**src/rtl/hs_npu_output_packer_if.sv**
```systemverilog
// Element-in / packed-word-out handshake bundle for the NPU output packer.
// The slave modport is the packer itself; the master modport is whoever drives it.
interface hs_npu_output_packer_if #(
    parameter int unsigned ELEM_WIDTH     = 16,
    parameter int unsigned ELEMS_PER_WORD = 4
);
    localparam int unsigned WordWidth = ELEM_WIDTH * ELEMS_PER_WORD;
    localparam int unsigned CntWidth  = $clog2(ELEMS_PER_WORD + 1);

    logic [ELEM_WIDTH-1:0] data_i;
    logic                  valid_i;
    logic                  last_i;
    logic                  ready_o;
    logic [WordWidth-1:0]  word_o;
    logic [CntWidth-1:0]   count_o;
    logic                  last_o;
    logic                  valid_o;
    logic                  ready_i;

    modport slave (
        input  data_i, valid_i, last_i, ready_i,
        output ready_o, word_o, count_o, last_o, valid_o
    );

    modport master (
        output data_i, valid_i, last_i, ready_i,
        input  ready_o, word_o, count_o, last_o, valid_o
    );
endinterface

```
**src/rtl/hs_npu_output_packer.sv**
```systemverilog
// Packs a stream of activation elements into wide words and buffers closed words in a small
// FIFO. A word closes when it is full or when its element carries last_i.
module hs_npu_output_packer #(
    parameter int unsigned ELEM_WIDTH     = 16,
    parameter int unsigned ELEMS_PER_WORD = 4,
    parameter int unsigned FIFO_DEPTH     = 4
) (
    input logic                   clk_i,
    input logic                   rst_ni,
    hs_npu_output_packer_if.slave bus
);
    localparam int unsigned WordWidth = ELEM_WIDTH * ELEMS_PER_WORD;
    localparam int unsigned CntWidth  = $clog2(ELEMS_PER_WORD + 1);
    localparam int unsigned IdxWidth  = $clog2(ELEMS_PER_WORD);
    localparam int unsigned PtrWidth  = $clog2(FIFO_DEPTH);
    localparam int unsigned OccWidth  = $clog2(FIFO_DEPTH + 1);

    logic [IdxWidth-1:0]  r_idx;
    logic [WordWidth-1:0] r_part;
    logic [WordWidth-1:0] r_mem_word [FIFO_DEPTH];
    logic [CntWidth-1:0]  r_mem_cnt  [FIFO_DEPTH];
    logic                 r_mem_last [FIFO_DEPTH];
    logic [PtrWidth-1:0]  r_wptr;
    logic [PtrWidth-1:0]  r_rptr;
    logic [OccWidth-1:0]  r_occ;

    logic                 w_full;
    logic                 w_empty;
    logic                 w_accept;
    logic                 w_close;
    logic                 w_pop;
    logic [WordWidth-1:0] w_word;
    logic [CntWidth-1:0]  w_cnt;

    // ready_o depends only on registered occupancy, so a pop cannot free a slot the same cycle.
    assign w_full      = (r_occ == OccWidth'(FIFO_DEPTH));
    assign w_empty     = (r_occ == '0);
    assign bus.ready_o = !w_full;
    assign w_accept    = bus.valid_i && !w_full;
    assign w_close     = w_accept && (bus.last_i || (r_idx == IdxWidth'(ELEMS_PER_WORD - 1)));
    assign w_pop       = !w_empty && bus.ready_i;
    assign w_cnt       = CntWidth'(r_idx) + CntWidth'(1);

    always_comb begin
        w_word = r_part;
        w_word[r_idx*ELEM_WIDTH +: ELEM_WIDTH] = bus.data_i;
    end

    always_ff @(posedge clk_i or negedge rst_ni) begin
        if (!rst_ni) begin
            r_idx  <= '0;
            r_part <= '0;
        end else if (w_accept) begin
            if (w_close) begin
                r_idx  <= '0;
                r_part <= '0;
            end else begin
                r_idx  <= r_idx + IdxWidth'(1);
                r_part <= w_word;
            end
        end
    end

    always_ff @(posedge clk_i or negedge rst_ni) begin
        if (!rst_ni) begin
            r_wptr <= '0;
            r_rptr <= '0;
            r_occ  <= '0;
        end else begin
            if (w_close) begin
                r_wptr <= r_wptr + PtrWidth'(1);
            end
            if (w_pop) begin
                r_rptr <= r_rptr + PtrWidth'(1);
            end
            case ({w_close, w_pop})
                2'b10:   r_occ <= r_occ + OccWidth'(1);
                2'b01:   r_occ <= r_occ - OccWidth'(1);
                default: r_occ <= r_occ;
            endcase
        end
    end

    // Storage needs no reset: every read is masked by the occupancy counter.
    always_ff @(posedge clk_i) begin
        if (w_close) begin
            r_mem_word[r_wptr] <= w_word;
            r_mem_cnt[r_wptr]  <= w_cnt;
            r_mem_last[r_wptr] <= bus.last_i;
        end
    end

    assign bus.valid_o = !w_empty;
    assign bus.word_o  = w_empty ? '0 : r_mem_word[r_rptr];
    assign bus.count_o = w_empty ? '0 : r_mem_cnt[r_rptr];
    assign bus.last_o  = !w_empty && r_mem_last[r_rptr];
endmodule
```
**src/flat_wrapper.sv**
```systemverilog
// flat-port wrapper written by rule: the top's interface ports become plain ports
module hs_npu_output_packer_flat 
#(
    parameter int unsigned ELEM_WIDTH     = 16,
    parameter int unsigned ELEMS_PER_WORD = 4,
    parameter int unsigned FIFO_DEPTH     = 4
)
  (clk_i, rst_ni, bus_data_i, bus_valid_i, bus_last_i, bus_ready_i, bus_ready_o, bus_word_o, bus_count_o, bus_last_o, bus_valid_o);
  hs_npu_output_packer_if #(.ELEM_WIDTH(ELEM_WIDTH), .ELEMS_PER_WORD(ELEMS_PER_WORD)) bus_i ();
  input logic clk_i;
  input logic rst_ni;
  input wire logic [$bits(bus_i.data_i)-1:0] bus_data_i;
  input wire logic [$bits(bus_i.valid_i)-1:0] bus_valid_i;
  input wire logic [$bits(bus_i.last_i)-1:0] bus_last_i;
  input wire logic [$bits(bus_i.ready_i)-1:0] bus_ready_i;
  output wire logic [$bits(bus_i.ready_o)-1:0] bus_ready_o;
  output wire logic [$bits(bus_i.word_o)-1:0] bus_word_o;
  output wire logic [$bits(bus_i.count_o)-1:0] bus_count_o;
  output wire logic [$bits(bus_i.last_o)-1:0] bus_last_o;
  output wire logic [$bits(bus_i.valid_o)-1:0] bus_valid_o;
  assign bus_i.data_i = bus_data_i;
  assign bus_i.valid_i = bus_valid_i;
  assign bus_i.last_i = bus_last_i;
  assign bus_i.ready_i = bus_ready_i;
  assign bus_ready_o = bus_i.ready_o;
  assign bus_word_o = bus_i.word_o;
  assign bus_count_o = bus_i.count_o;
  assign bus_last_o = bus_i.last_o;
  assign bus_valid_o = bus_i.valid_o;
  hs_npu_output_packer #(.ELEM_WIDTH(ELEM_WIDTH), .ELEMS_PER_WORD(ELEMS_PER_WORD), .FIFO_DEPTH(FIFO_DEPTH)) u_core (.clk_i(clk_i), .rst_ni(rst_ni), .bus(bus_i));
endmodule
```
**config.mk**
```make
export PLATFORM = sky130hd
export DESIGN_NAME = hs_npu_output_packer_flat
export DESIGN_NICKNAME = d
export VERILOG_FILES = /design/src/rtl/hs_npu_output_packer_if.sv /design/src/rtl/hs_npu_output_packer.sv /design/src/flat_wrapper.sv
export SDC_FILE = /design/constraint.sdc
export NUM_CORES = 1
export LEC_CHECK = 0
export BUFFER_PORTS_ARGS = -buffer_cell sky130_fd_sc_hd__buf_2
export CAP_MARGIN = 15
export CELL_PAD_IN_SITES_DETAIL_PLACEMENT = 1
export CELL_PAD_IN_SITES_GLOBAL_PLACEMENT = 2
export CORE_ASPECT_RATIO = 0.9
export CORE_MARGIN = 4
export CORE_UTILIZATION = 49
export CTS_CLUSTER_SIZE = 40
export DETAILED_ROUTE_END_ITERATION = 8
export HOLD_SLACK_MARGIN = 0.12
export PLACE_DENSITY = 0.95
export SETUP_SLACK_MARGIN = 0.3
export SKIP_LAST_GASP = 1
export SYNTH_ARGS = -nofsm -noshare
export SYNTH_HDL_FRONTEND = slang
export SYNTH_SLANG_ARGS = --single-unit
export TNS_END_PERCENT = 100
```
**constraint.sdc**
```tcl
create_clock -name clk_i -period 10.4 [get_ports clk_i]
set_input_delay 1.56 -clock clk_i [delete_from_list [all_inputs] [get_ports clk_i]]
set_output_delay 1.56 -clock clk_i [all_outputs]
set_load 0.005 [all_outputs]
```
; Yosys cells after proc, flatten, opt, wreduce, memory -nomap -nowiden
; Memories as Yosys holds them, arrays and structs flattened.
; Cells that the tools add are included.
[op_classes]
n_bitwise = 0
div_mod_pow = 0
addsub = 7
n_reduce_logical = 9
n_mux = 8
mul = 0
order_cmp = 0
n_shift = 2
n_eq_ne = 4
[ops]
columns = operator, n
row1 = 64-bit 2-to-1 mux, 2
row2 = 64-bit bitwise mux, 1
row3 = "16-bit by 34-bit variable shift with 64-bit output, first input constant", 1
row4 = 16-bit by 34-bit indexed part select with 64-bit output, 1
row5 = 6-bit negator with 34-bit output, 1
row6 = "2-bit by 1-bit adder with 2-bit output, second input constant", 3
row7 = 3-bit one-hot mux with 2 select lines, 1
row8 = "2-bit equality test, second input constant", 2
row9 = 1-bit logical AND, 4
row10 = "2-bit by 1-bit adder with 3-bit output, second input constant", 1
row11 = "3-bit by 1-bit adder with 3-bit output, second input constant", 1
row12 = "3-bit equality test, second input constant", 1
row13 = 3-bit logical NOT, 1
row14 = 3-bit 2-to-1 mux, 1
row15 = "3-bit by 1-bit subtractor with 3-bit output, second input constant", 1
row16 = "2-bit by 1-bit equality test with 1-bit output, second input constant", 1
row17 = 1-bit logical NOT, 2
row18 = 1-bit 2-to-1 mux, 2
row19 = 2-bit 2-to-1 mux, 1
row20 = 2-bit nonzero test, 1
row21 = 1-bit logical OR, 1
[word_totals]
romBits = 0
ram_bits = 272
output_inout_bits = 70
regBits = 73
memories = 3
latchBits = 0
inputBits = 21
wordCells = 38
[memory_table]
columns = memory, depth, word_bits, rd, rd_clocked_by_memory_dff, write_ports, line
row1 = u_core.r_mem_word, 4, 64, 1, 0, 1, hs_npu_output_packer.sv:20  ; logic [WordWidth-1:0] r_mem_word [FIFO_DEPTH];
row2 = u_core.r_mem_cnt, 4, 3, 1, 0, 1, hs_npu_output_packer.sv:21  ; logic [CntWidth-1:0] r_mem_cnt [FIFO_DEPTH];
row3 = u_core.r_mem_last, 4, 1, 1, 0, 1, hs_npu_output_packer.sv:22  ; logic r_mem_last [FIFO_DEPTH];

; Logic depth before layout (Yosys ltp)
; Gate-level depths: netlist of the first run.
[depth]
ltp_word = 6
mapped_depth = 10
mapped_depth_nobuf = 10

; Least setup slack after synthesis of the first run
; Ideal clock, no wire load.
[synth_path]
path_type = input port to flip-flop
startpoint = input bus_last_i
endpoint = memory u_core.r_mem_cnt[0][0] (netlist bit) (enable)
setup_slack_ps = 6202
arrival_ps = 3765
stages = 3
n_path_buf = 0
t_required_ps = 9967
cell_sequence = nor2_1 -> nor3b_1 -> and2_1
[synth_between]
elab_chain_cells = 4
[synth_lines]
columns = element, line
row1 = start: declaration, flat_wrapper.sv:14  ; input wire logic [$bits(bus_i.last_i)-1:0] bus_last_i;
row2 = 1-bit logical OR, hs_npu_output_packer.sv:40  ; assign w_close = w_accept && (bus.last_i || (r_idx == IdxWidth'(ELEMS_PER_WORD - 1)));
row3 = 1-bit logical AND, hs_npu_output_packer.sv:40
row4 = 1-bit 2-to-1 mux, hs_npu_output_packer.sv:86  ; if (w_close) begin
row5 = 1-bit 2-to-1 mux (implied by the code), hs_npu_output_packer.sv:88  ; r_mem_cnt[r_wptr] <= w_cnt;
row6 = end: declaration, hs_npu_output_packer.sv:21
; Every way passes these cells.

; Worst setup path in the final report of the first run
[layout_path]
startpoint = register u_core.r_rptr[0]
endpoint = output bus_word_o[4]
[layout_between]
elab_chain_cells = 2
[layout_lines]
columns = element, line
row1 = start: declaration, hs_npu_output_packer.sv:24  ; logic [PtrWidth-1:0] r_rptr;
row2 = start signal: assignment, hs_npu_output_packer.sv:74  ; r_rptr <= r_rptr + PtrWidth'(1);
row3 = memory 4 x 64 bit, -
row4 = 64-bit 2-to-1 mux, hs_npu_output_packer.sv:94  ; assign bus.word_o = w_empty ? '0 : r_mem_word[r_rptr];
row5 = end: declaration, flat_wrapper.sv:17  ; output wire logic [$bits(bus_i.word_o)-1:0] bus_word_o;
; Every way passes these cells.

==> metrics.md, run 1 <==
| Metric | Value |
|---|---|
| Seq/Total Area, Yosys | `70.4%` |
| Combinational power share | `27.5%` |
| Yosys warns | `0` |
| Gr usage total | `21.2%` |
| Post-synth top area share | `57.5%` |
| Ys flop type | `edfxtp_1` |
| Largest net degree at the start of global routing | `74` |
| Most frequent cells in the layout | `edfxtp_1 (272), buf_2 (90), inv_1 (72)` |
| Critical Path Sink Type | `output pin` |
| Die height | `169 µm` |
| Clk network pwr share | `30.7%` |
| DR pass1 iterations | `6` |
| Synth cell types | `31` |
| Input/output buffers | `90` |
| Hold Fails Final Rpt | `0` |
| Adder-cell area share of the yosys netlist | `1.11%` |
| CP Max Fanout | `38` |
| Avg WL per Cell | `24.9 µm` |
| Slowest stage cell on the critical path | `dfrtp_4` |
| RePlAce Congestion | `0.763` |
| Area grow syn2layout | `14.3%` |
| Design area | `16200 µm²` |
| PD cells | `273 nW/µm²` |
| CTS tree | `done` |
| XOR/XNOR share of the synthesized area | `0.370%` |
| Hold buffers post-CTS | `0` |
| # rows | `58` |
| Pre-CTS setup slack | `5.99 ns` |
| # DRC | `0` |
| FF+latch count, synth | `345` |
| Compound-Gate Fraction of Synth Area | `6.86%` |
| CP required | `8.84 ns` |
| Dpl hpwl | `19900 µm` |
| Crit start category | `register` |
| Post-route ant nets | `0` |
| Post-synth EDFFs | `272` |
| Global-route wire length before repair | `52300 µm` |
| Average size of a mapped cell | `16.6 µm²` |
| Die X | `187 µm` |
| Setup repair bufs after CTS | `0` |
| Antenna violations before repair | `0` |
| Fin Setup TNS | `0 ns` |
| Clock slew at reported path FFs | `0.06 ns` |
| Syn Inst Count | `856` |
| Core Area | `28200 µm²` |
| Period minus WS final | `4.72 ns` |
| Total CTS buffers | `36` |
| Final setup violation count | `0` |
| RSZ-0062 raised after global routing | `no` |
| Final #Nets | `972` |
| Worst vdd ir | `0.183 mV` |
| Worst path cell trace | `buf_4 > mux4_2 > and2_1 > buf_2` |
| Initial Util | `50.3%` |
| Internal | `3160 µW` |
| Diode count | `0` |
| Mux share of post-synthesis cell area | `11.0%` |
| Final WL | `33000 µm` |
| Initial drt markers | `752` |
| Leakage power | `0.00585 µW` |
| Clock Tree Buf Depth | `3` |
| Total number of vias | `7747` |
| Max Clock Freq | `212 MHz` |
| Synth area leader | `edfxtp_1` |
| Slew Viols, Final | `0` |
| Status | `completed` |
| Final period util | `45.4%` |
| H-tree levels | `2` |
| Clock Latency Late Sink | `0.51 ns` |
| PostCTS Resize Cnt | `0` |
| Post-Syn Nets | `889` |
| Layout cell share with drive strength beyond 1 | `30.1%` |
| CP delay by family, top | `buffers and inverters` |
| Slew @ Worst Pin | `1.14 ns` |
| Remaining Overflow, GRT | `0` |
| Sw power | `1280 µW` |
| Die ar. | `31800 µm²` |
| Max_cap viols | `0` |
| Synth area leaders | `edfxtp_1 (58%), dfrtp_1 (13%), mux4_2 (11%)` |
| Netlist Area Pre-Place | `14200 µm²` |
| Vias in the first global route | `8538` |
| Crit path buf inv count | `2` |
| Async S/R FF share, synth | `21.2%` |
| Sequential power share | `41.9%` |
| Critical path class | `reg -> out` |
| CP Data Arrival Time | `3.16 ns` |
| Switching share of power | `28.8%` |
| Post-Synth Simple-Gate Area | `5.97%` |
| CTS root buf | `clkbuf_16` |
| Worst-case clock skew | `0.0217 ns` |
| Type of the worst min-delay path | `reg -> reg` |
| Largest family of logic cells by synthesized area | `multiplexers` |
| Commonest non-fill, non-tap cell in the layout | `edfxtp_1` |
| Placement Cell Area | `14900 µm²` |
| CP max stage delay | `0.85 ns` |
| Vias per Instance | `5.84` |
| I/O pin total | `91` |
| Slew headroom | `23.5%` |
| CTS Sinks | `345` |
| Final worst slack | `5.68 ns` |
[cells in the mapped netlist, types with 2 or more instances]
library cell	instances
edfxtp_1	272
and2_1	73
dfrtp_1	73
inv_1	72
mux4_2	68
nand2_1	66
o21ai_0	64
a22o_2	40
clkbuf_1	25
a22o_1	24
buf_2	19
buf_4	13
ha_1	11
nor3b_2	5
buf_6	4
o311ai_1	4
nor4bb_1	3
xnor2_1	3
xor2_1	3
mux2i_1	2
nor2_1	2
[layout make-up]
cell class | instances | area, µm²
clock inverters | 19 | 278
flip-flops and latches | 345 | 10000
well taps | 360 | 450
multi-input cells | 377 | 3650
inverters | 73 | 274
fillers | 2580 | 12000
repair buffers | 106 | 587
clock buffers | 47 | 983
[state kept, by name, indices dropped and copies added (netlist names)]
signal	cells
u_core.r_rptr	2
u_core.r_wptr	2
u_core.r_mem_word	256
u_core.r_idx	2
u_core.r_mem_last	4
u_core.r_mem_cnt	12
u_core.r_occ	3
u_core.r_part	64
[through the flow]
step	hold slack, ns	util (%)	power [µW]	std cells
after CTS	0.504	57.3	4490	1325
final	0.509	57.5	4440	1327
after global routing	0.514	57.5	4680	1327
after global placement	0.460	52.9	3060	1259
after floorplan	0.445	-	2630	856
after detailed placement	0.491	52.9	3120	1259
[routing by layer]
layer  global-route usage [%]  wire (µm)  share of wire [%]
met4                     5.04        652                2.0
met2                     33.2      15600                 47
met5                        0          0                  0
met3                     3.29       1780                5.4
met1                     32.0      14900                 45
[kinds of logic (layout without fill, tap and decap cells)]
logic type,count (synthesis),count (layout)
xor+xnor,6,6
buf+inv,134,245
mux,71,71
fa+ha+maj,12,12
compound gates,133,133
simple gates,155,155
flops,345,345
[final timing paths]
kind	startpoint	to	slack, ns	cells after the start
max reg2reg	u_core.r_idx[0]$_DFFE_PN0P_	u_core.r_mem_word[3][13]$_DFFE_PP_	6.56	5
min in group asynchronous	rst_ni	u_core.r_part[13]$_DFFE_PN0P_	1.30	2
min reg2reg	u_core.r_part[51]$_DFFE_PN0P_	u_core.r_part[51]$_DFFE_PN0P_	0.51	1
max	u_core.r_rptr[0]$_DFFE_PN0P_	bus_word_o[4]	5.68	4
max in group asynchronous	rst_ni	u_core.r_rptr[0]$_DFFE_PN0P_	8.32	2
min	u_core.r_part[51]$_DFFE_PN0P_	u_core.r_part[51]$_DFFE_PN0P_	0.51	1
[worst register-to-register path, delay by kind of cell, from the launching register on]
| family | cells | cell delay, ns |
|---|---|---|
| adders and majority gates | 1 | 0.51 |
| buffers and inverters | 1 | 0.69 |
| DFF | 1 | 0.58 |
| and+or+nand+nor | 3 | 1.59 |
[power by group through the flow]
| stage | logic [µW] | registers, µW | clock network, µW |
|---|---|---|---|
| after CTS | 1240 | 1860 | 1380 |
| after detailed placement | 1230 | 1890 | 0 |
| after global routing | 1350 | 1880 | 1450 |
| after global placement | 1190 | 1870 | 0 |
| after floorplan | 834 | 1790 | 0 |
| final | 1220 | 1860 | 1360 |
Note: power is estimated with default switching activity, not from simulation.
==> run 2, diff against run 1 <==
CORE_UTILIZATION = 41   (was 49)
PLACE_DENSITY = 0.87   (was 0.95)
clock period = 4 ns   (was 10.4 ns; I/O delays follow)
==> run 2 against run 1 <==
Net effect: die area grew 19%; combinational power grew to 2.7 times the previous value; sequential power grew to 2.6 times the previous value; cell area grew 1.4%; critical path depth grew 1; clock power grew 140%; core utilization shrank 9.3 points; count of clock-buffer cells in the layout grew 7; largest power group unchanged.
==> metrics.md, run 2 (synthesis results as in run 1) <==
| Metric | Value |
|---|---|
| Largest net degree at the start of global routing | `72` |
| Commonest non-fill, non-tap cell in the layout | `edfxtp_1` |
| CTS root buf | `clkbuf_16` |
| Die X | `204 µm` |
| Post-route ant nets | `0` |
| # rows | `64` |
| Type of the worst min-delay path | `in -> async` |
| Final #Nets | `987` |
| Leakage power | `0.00591 µW` |
| Input/output buffers | `90` |
| Vias in the first global route | `8490` |
| Slowest stage cell on the critical path | `and2_2` |
| Worst-case clock skew | `0.0248 ns` |
| Gr busiest metal | `met2` |
| CP Max Fanout | `21` |
| Slew headroom | `34.3%` |
| PostCTS Resize Cnt | `0` |
| # DRC | `0` |
| R2R Setup Slk | `0.68 ns` |
| Crit start category | `register` |
| Remaining Overflow, GRT | `0` |
| Dpl hpwl | `21300 µm` |
| Period minus WS final | `3.32 ns` |
| Vias per Instance | `5.31` |
| Global-route wire length before repair | `52200 µm` |
| Reg2reg end | `u_core.r_mem_word[0][3]$_DFFE_PP_` |
| RePlAce Congestion | `0.740` |
| Initial Util | `41.6%` |
| Most frequent cells in the layout | `edfxtp_1 (272), buf_2 (90), inv_1 (72)` |
| Final Non-Filler Cells | `1446` |
| CP max stage delay | `0.71 ns` |
| Avg WL per Cell | `23.3 µm` |
| Clock Tree Buf Depth | `3` |
| Area grow syn2layout | `15.8%` |
| Met2 usage | `29.5%` |
| Status | `completed` |
| Max_cap viols | `0` |
| I/O pin total | `91` |
| Antenna violations before repair | `2` |
| Slew Viols, Final | `0` |
| Placement Cell Area | `15200 µm²` |
| PD cells | `695 nW/µm²` |
| Final setup violation count | `0` |
| GR Layer Usage met3 | `2.81%` |
| CP required | `4.20 ns` |
| Fin Setup TNS | `0 ns` |
| Worst vdd ir | `0.395 mV` |
| Max Clock Freq | `301 MHz` |
| Gr usage total | `18.1%` |
| Total CTS buffers | `37` |
| Initial drt markers | `519` |
| Final WL | `33700 µm` |
| Total number of vias | `7680` |
| H-tree levels | `2` |
| Slew @ Worst Pin | `0.986 ns` |
| Critical Path Sink Type | `register` |
| Clock slew at reported path FFs | `0.06 ns` |
| Met1 usage | `26.0%` |
| DR pass1 iterations | `5` |
| CTS tree | `done` |
| Max reg flops | `256` |
| Clock Latency Late Sink | `0.53 ns` |
| Worst path cell trace | `ha_1 > nor2_1 > nor3b_1 > and2_2 > buf_4` |
| Area occupied by multi-input gates | `3650 µm²` |
| Filler cell count | `3337` |
| Hold buffers post-CTS | `0` |
| Die height | `185 µm` |
| Critical path class | `reg -> reg` |
| Layout cell share with drive strength beyond 1 | `30.5%` |
| Largest Register | `u_core.r_mem_word` |
| Die ar. | `37700 µm²` |
| Sequential Area | `10000 µm²` |
| Final period util | `83.1%` |
| Largest regs | `u_core.r_mem_word x256, u_core.r_part x64, u_core.r_mem_cnt x12` |
| Hold Fails Final Rpt | `0` |
| Worst R2R Path Depth | `5` |
| CTS Sinks | `345` |
| R2r startpoint | `u_core.r_idx[0]$_DFFE_PN0P_` |
| CP Data Arrival Time | `3.52 ns` |
| Setup repair bufs after CTS | `0` |
| Final core utilization | `48.2%` |
| Core Area | `34100 µm²` |
| RSZ-0062 raised after global routing | `no` |
| Design area | `16400 µm²` |
| Cells after DPL | `1376` |
[run 2: per-layer routing]
metal	routed length (µm)	share of wire [%]	up-vias
li1	-	-	3377
met1	15200	45	4059
met2	16200	48	198
met3	1620	4.8	46
met4	682	2.0	0
met5	0	0	-
[run 2: how the worst max path moves through the flow]
stage / cells past startpoint / slack (ns) / endpoint / from
floorplan: 4 / 0.55 / u_core.r_mem_cnt[0][0]$_DFFE_PP_ / u_core.r_idx[0]$_DFFE_PN0P_
global placement: 5 / 0.90 / u_core.r_mem_word[0][1]$_DFFE_PP_ / u_core.r_idx[0]$_DFFE_PN0P_
detailed placement: 5 / 0.70 / u_core.r_mem_word[0][3]$_DFFE_PP_ / u_core.r_idx[0]$_DFFE_PN0P_
CTS: 5 / 0.61 / u_core.r_mem_word[0][3]$_DFFE_PP_ / u_core.r_idx[0]$_DFFE_PN0P_
global route: 5 / 0.44 / u_core.r_mem_word[1][2]$_DFFE_PP_ / u_core.r_idx[0]$_DFFE_PN0P_
finish: 5 / 0.68 / u_core.r_mem_word[0][3]$_DFFE_PP_ / u_core.r_idx[0]$_DFFE_PN0P_
[run 2: final cells by class]
cell class / instances / share of cell area, %
multi-input cells: 377 / 22.2
clock buffers: 54 / 6.33
well taps: 462 / 3.52
flip-flops and latches: 345 / 60.8
repair buffers: 120 / 4.61
inverters: 73 / 1.67
diodes: 1 / 0.0152
clock inverters: 14 / 0.860
[run 2: stage by stage]
stage	setup slack, ns	hold slack, ns	power [µW]
4_1_cts	0.612	0.259	11600
5_1_grt	0.438	0.294	12000
3_5_place_dp	0.695	0.477	8240
6_report	0.676	0.234	11400
3_3_place_gp	0.904	0.482	8140
2_1_floorplan	0.551	0.304	6830
[run 2: worst max-delay path: cells and delay by family (launching register included)]
kind,cells,cell delay (ns)
flip-flops,1,0.58
adder cells (fa/ha/maj),1,0.51
buffers and inverters,1,0.39
AND/OR/NAND/NOR,3,1.49
[run 2: where the power goes]
group          internal [µW]  leakage, µW  switching (µW)
clock                   1950     0.000580            1360
sequential              4480      0.00352             296
combinational           1610      0.00180            1730
total                   8040      0.00591            3380
==> run 3, diff against run 2 <==
ABC_AREA = 1   (was unset)
CORE_UTILIZATION = 35   (was 41)
PLACE_DENSITY = 0.86   (was 0.87)
clock period = 2.9 ns   (was 4 ns; I/O delays follow)
==> run 3 against run 2 <==
Net effect: largest power group is now combinational logic; cell area grew 10%; worst hold slack lost 0.077 ns; worst setup slack lost 0.28 ns; critical path type is now reg -> out; synthesized area grew 11%.
==> metrics.md, run 3 <==
| Metric | Value |
|---|---|
| Status | `completed` |
| CTS root buf | `clkbuf_16` |
| Average size of a mapped cell | `9.42 µm²` |
| Leakage power | `0.00800 µW` |
| Avg WL per Cell | `17.8 µm` |
| Clock Latency Late Sink | `0.53 ns` |
| Syn Inst Count | `1666` |
| Clock slew at reported path FFs | `0.06 ns` |
| Ys flop type | `edfxtp_1` |
| Fin Setup TNS | `0 ns` |
| # DRC | `0` |
| FF+latch count, synth | `345` |
| Commonest non-fill, non-tap cell in the layout | `nand2_1` |
| Post-synth EDFFs | `272` |
| Placement Cell Area | `16900 µm²` |
| Max reg flops | `256` |
| Total number of vias | `11200` |
| Synth cell types | `29` |
| Most instantiated cells after synthesis | `nand2_1 (529), nor2_1 (324), edfxtp_1 (272)` |
| DR WL met2 | `20800 µm` |
| DR pass1 iterations | `4` |
| Most frequent cells in the layout | `nand2_1 (529), nor2_1 (320), edfxtp_1 (272)` |
| Compound-Gate Fraction of Synth Area | `5.37%` |
| Type of the worst min-delay path | `in -> reg` |
| Period minus WS final | `2.51 ns` |
| Final #Nets | `1779` |
| Combinational power share | `37.7%` |
| Input/output buffers | `90` |
| Global-route wire length before repair | `66400 µm` |
| Gr usage total | `17.4%` |
| Area occupied by multi-input gates | `4540 µm²` |
| Largest net degree at the start of global routing | `71` |
| Largest family of logic cells by synthesized area | `simple AND/OR/NAND/NOR gates` |
| CP Data Arrival Time | `2.07 ns` |
| Design area | `18200 µm²` |
| Critical Path Sink Type | `output pin` |
| Synth area leader | `edfxtp_1` |
| Initial Util | `35.4%` |
| Initial drt markers | `625` |
| RePlAce Congestion | `0.786` |
| H-tree levels | `2` |
| Yosys warns | `0` |
| Post-Synth Simple-Gate Area | `22.0%` |
| CP required | `2.47 ns` |
| Met3 routed WL | `1760 µm` |
| Seq/Total Area, Yosys | `63.7%` |
| Vias per Instance | `4.72` |
| Final period util | `86.4%` |
| Mux share of post-synthesis cell area | `0%` |
| Remaining Overflow, GRT | `0` |
| CTS tree | `done` |
| # rows | `73` |
| Max_cap viols | `0` |
| Diode count | `0` |
| Most common cell in the netlist | `nand2_1` |
| Internal | `11000 µW` |
| Slowest stage cell on the critical path | `dfrtp_4` |
| RSZ-0062 raised after global routing | `yes` |
| Post-Syn Nets | `1699` |
| Sequential power share | `36.6%` |
| Area grow syn2layout | `15.7%` |
| Antenna violations before repair | `0` |
| Adder-cell area share of the yosys netlist | `1.00%` |
| Synth area leaders | `edfxtp_1 (52%), nand2_1 (13%), dfrtp_1 (12%)` |
| Filler cell count | `5019` |
| Die height | `209 µm` |
| Core Area | `44300 µm²` |
| XOR/XNOR share of the synthesized area | `0.223%` |
| Sw power | `6570 µW` |
| Met1 wire length | `19100 µm` |
| Final setup violation count | `0` |
| Layout cell share with drive strength beyond 1 | `12.1%` |
| Die X | `231 µm` |
| CP delay by family, top | `buffers and inverters` |
| Crit path buf inv count | `3` |
| Crit start category | `register` |
| Netlist Area Pre-Place | `15700 µm²` |
| Post-synth top area share | `52.0%` |
| Final core utilization | `41.0%` |
| CP max stage delay | `0.55 ns` |
| Sequential Area | `10000 µm²` |
| Max Clock Freq | `399 MHz` |
| Largest Register | `u_core.r_mem_word` |
| Slew @ Worst Pin | `0.772 ns` |
| Critical path class | `reg -> out` |
| Hold Fails Final Rpt | `0` |
| Die ar. | `48300 µm²` |
| Total CTS buffers | `38` |
| PD cells | `967 nW/µm²` |
| Highest metal used | `met4` |
| Largest regs | `u_core.r_mem_word x256, u_core.r_part x64, u_core.r_mem_cnt x12` |
| Worst path cell trace | `buf_12 > buf_12 > nor2_1 > nor2_1 > nand2_1 > a21oi_1 > buf_2` |
| Switching share of power | `37.4%` |
| Dpl hpwl | `27400 µm` |
| Worst vdd ir | `0.424 mV` |
| Slew Viols, Final | `0` |
| Vias in the first global route | `11800` |
| Final WL | `42300 µm` |
| Worst-case clock skew | `0.0178 ns` |
| Slew headroom | `48.5%` |
| Clock Tree Buf Depth | `3` |
| CP Max Fanout | `59` |
| I/O pin total | `91` |
| Async S/R FF share, synth | `21.2%` |
| CTS Sinks | `345` |
| Post-route ant nets | `0` |
| Clk network pwr share | `25.7%` |
## run 3: changes by cell type in the layout (fill, tap and decap cells not counted), moves of 65 or more
cell | previous run | this run
nand2_1 | 66 | 529
inv_1 | 72 | 202
nor2_1 | 2 | 320
and2_1 | 69 | 0
a21oi_1 | 0 | 65
mux4_2 | 68 | 0
## run 3: path summary, 6_finish.rpt
kind	startpoint	end	slack, ns	cells after the start
max	u_core.r_rptr[0]$_DFFE_PN0P_	bus_word_o[26]	0.39	7
min	bus_last_i	u_core.r_mem_last[1]$_DFFE_PP_	0.16	1
max reg2reg	u_core.r_idx[0]$_DFFE_PN0P_	u_core.r_occ[2]$_DFFE_PN0P_	0.51	10
min reg2reg	u_core.r_part[27]$_DFFE_PN0P_	u_core.r_part[27]$_DFFE_PN0P_	0.48	2
max in group asynchronous	rst_ni	u_core.r_part[11]$_DFFE_PN0P_	1.96	3
min in group asynchronous	rst_ni	u_core.r_wptr[0]$_DFFE_PN0N_	0.30	2
## run 3: worst reg2reg max path: cells and delay by family (launching register included)
| kind | cells | cell delay [ns] |
|---|---|---|
| DFF | 1 | 0.43 |
| xor gates and xnor gates | 1 | 0.16 |
| adders and majority gates | 3 | 0.92 |
| buffers and inverters | 2 | 0.16 |
| and+or+nand+nor | 4 | 0.61 |
## run 3: stage by stage
stage / hold WS (ns) / worst slack, ns / instances / power [µW]
5_1_grt: 0.137 / 0.279 / 2375 / 18800
2_1_floorplan: 0.139 / -0.342 / 1666 / 10500
6_report: 0.157 / 0.394 / 2375 / 17600
3_3_place_gp: 0.300 / 0.320 / 2301 / 12900
3_5_place_dp: 0.306 / 0.302 / 2301 / 13100
4_1_cts: 0.130 / 0.285 / 2375 / 17900
## run 3: power groups by stage
stage,clock (µW),combinational [µW],sequential [µW]
global route,4850,7480,6480
floorplan,0,4090,6430
detailed placement,0,6530,6610
finish,4510,6620,6430
CTS,4630,6790,6430
global placement,0,6350,6580
## run 3: logic make-up (layout without fill, tap and decap cells)
| family | Yosys count | after routing |
|---|---|---|
| AOI/OAI and AO/OA | 119 | 119 |
| and+or+nand+nor | 896 | 896 |
| buffers and inverters | 290 | 399 |
| xor gates and xnor gates | 4 | 4 |
| DFF | 345 | 345 |
| adders and majority gates | 12 | 12 |
## run 3: area by class of cell
type                            count  share of cell area (%)
Tap cell                          600                    4.13
Multi-Input combinational cell   1031                    25.0
Inverter                          207                    4.30
Clock buffer                       57                    5.86
Clock inverter                     12                   0.510
Sequential cell                   345                    55.1
Timing Repair Buffer              123                    5.16
## run 3: what timing repair did
item,4_1_cts,5_1_grt
hold buffers,1,0
endpoints found under the hold margin,9,0
gates resized for setup,1,4
setup buffers,4,0
setup endpoints to repair,58,16
pin swaps,0,0
## run 3: per-layer routing
metal	vias up	global-route usage (%)
li1	5357	-
met1	5629	23.3
met2	171	30.0
met3	53	2.86
met4	0	3.59
met5	-	0
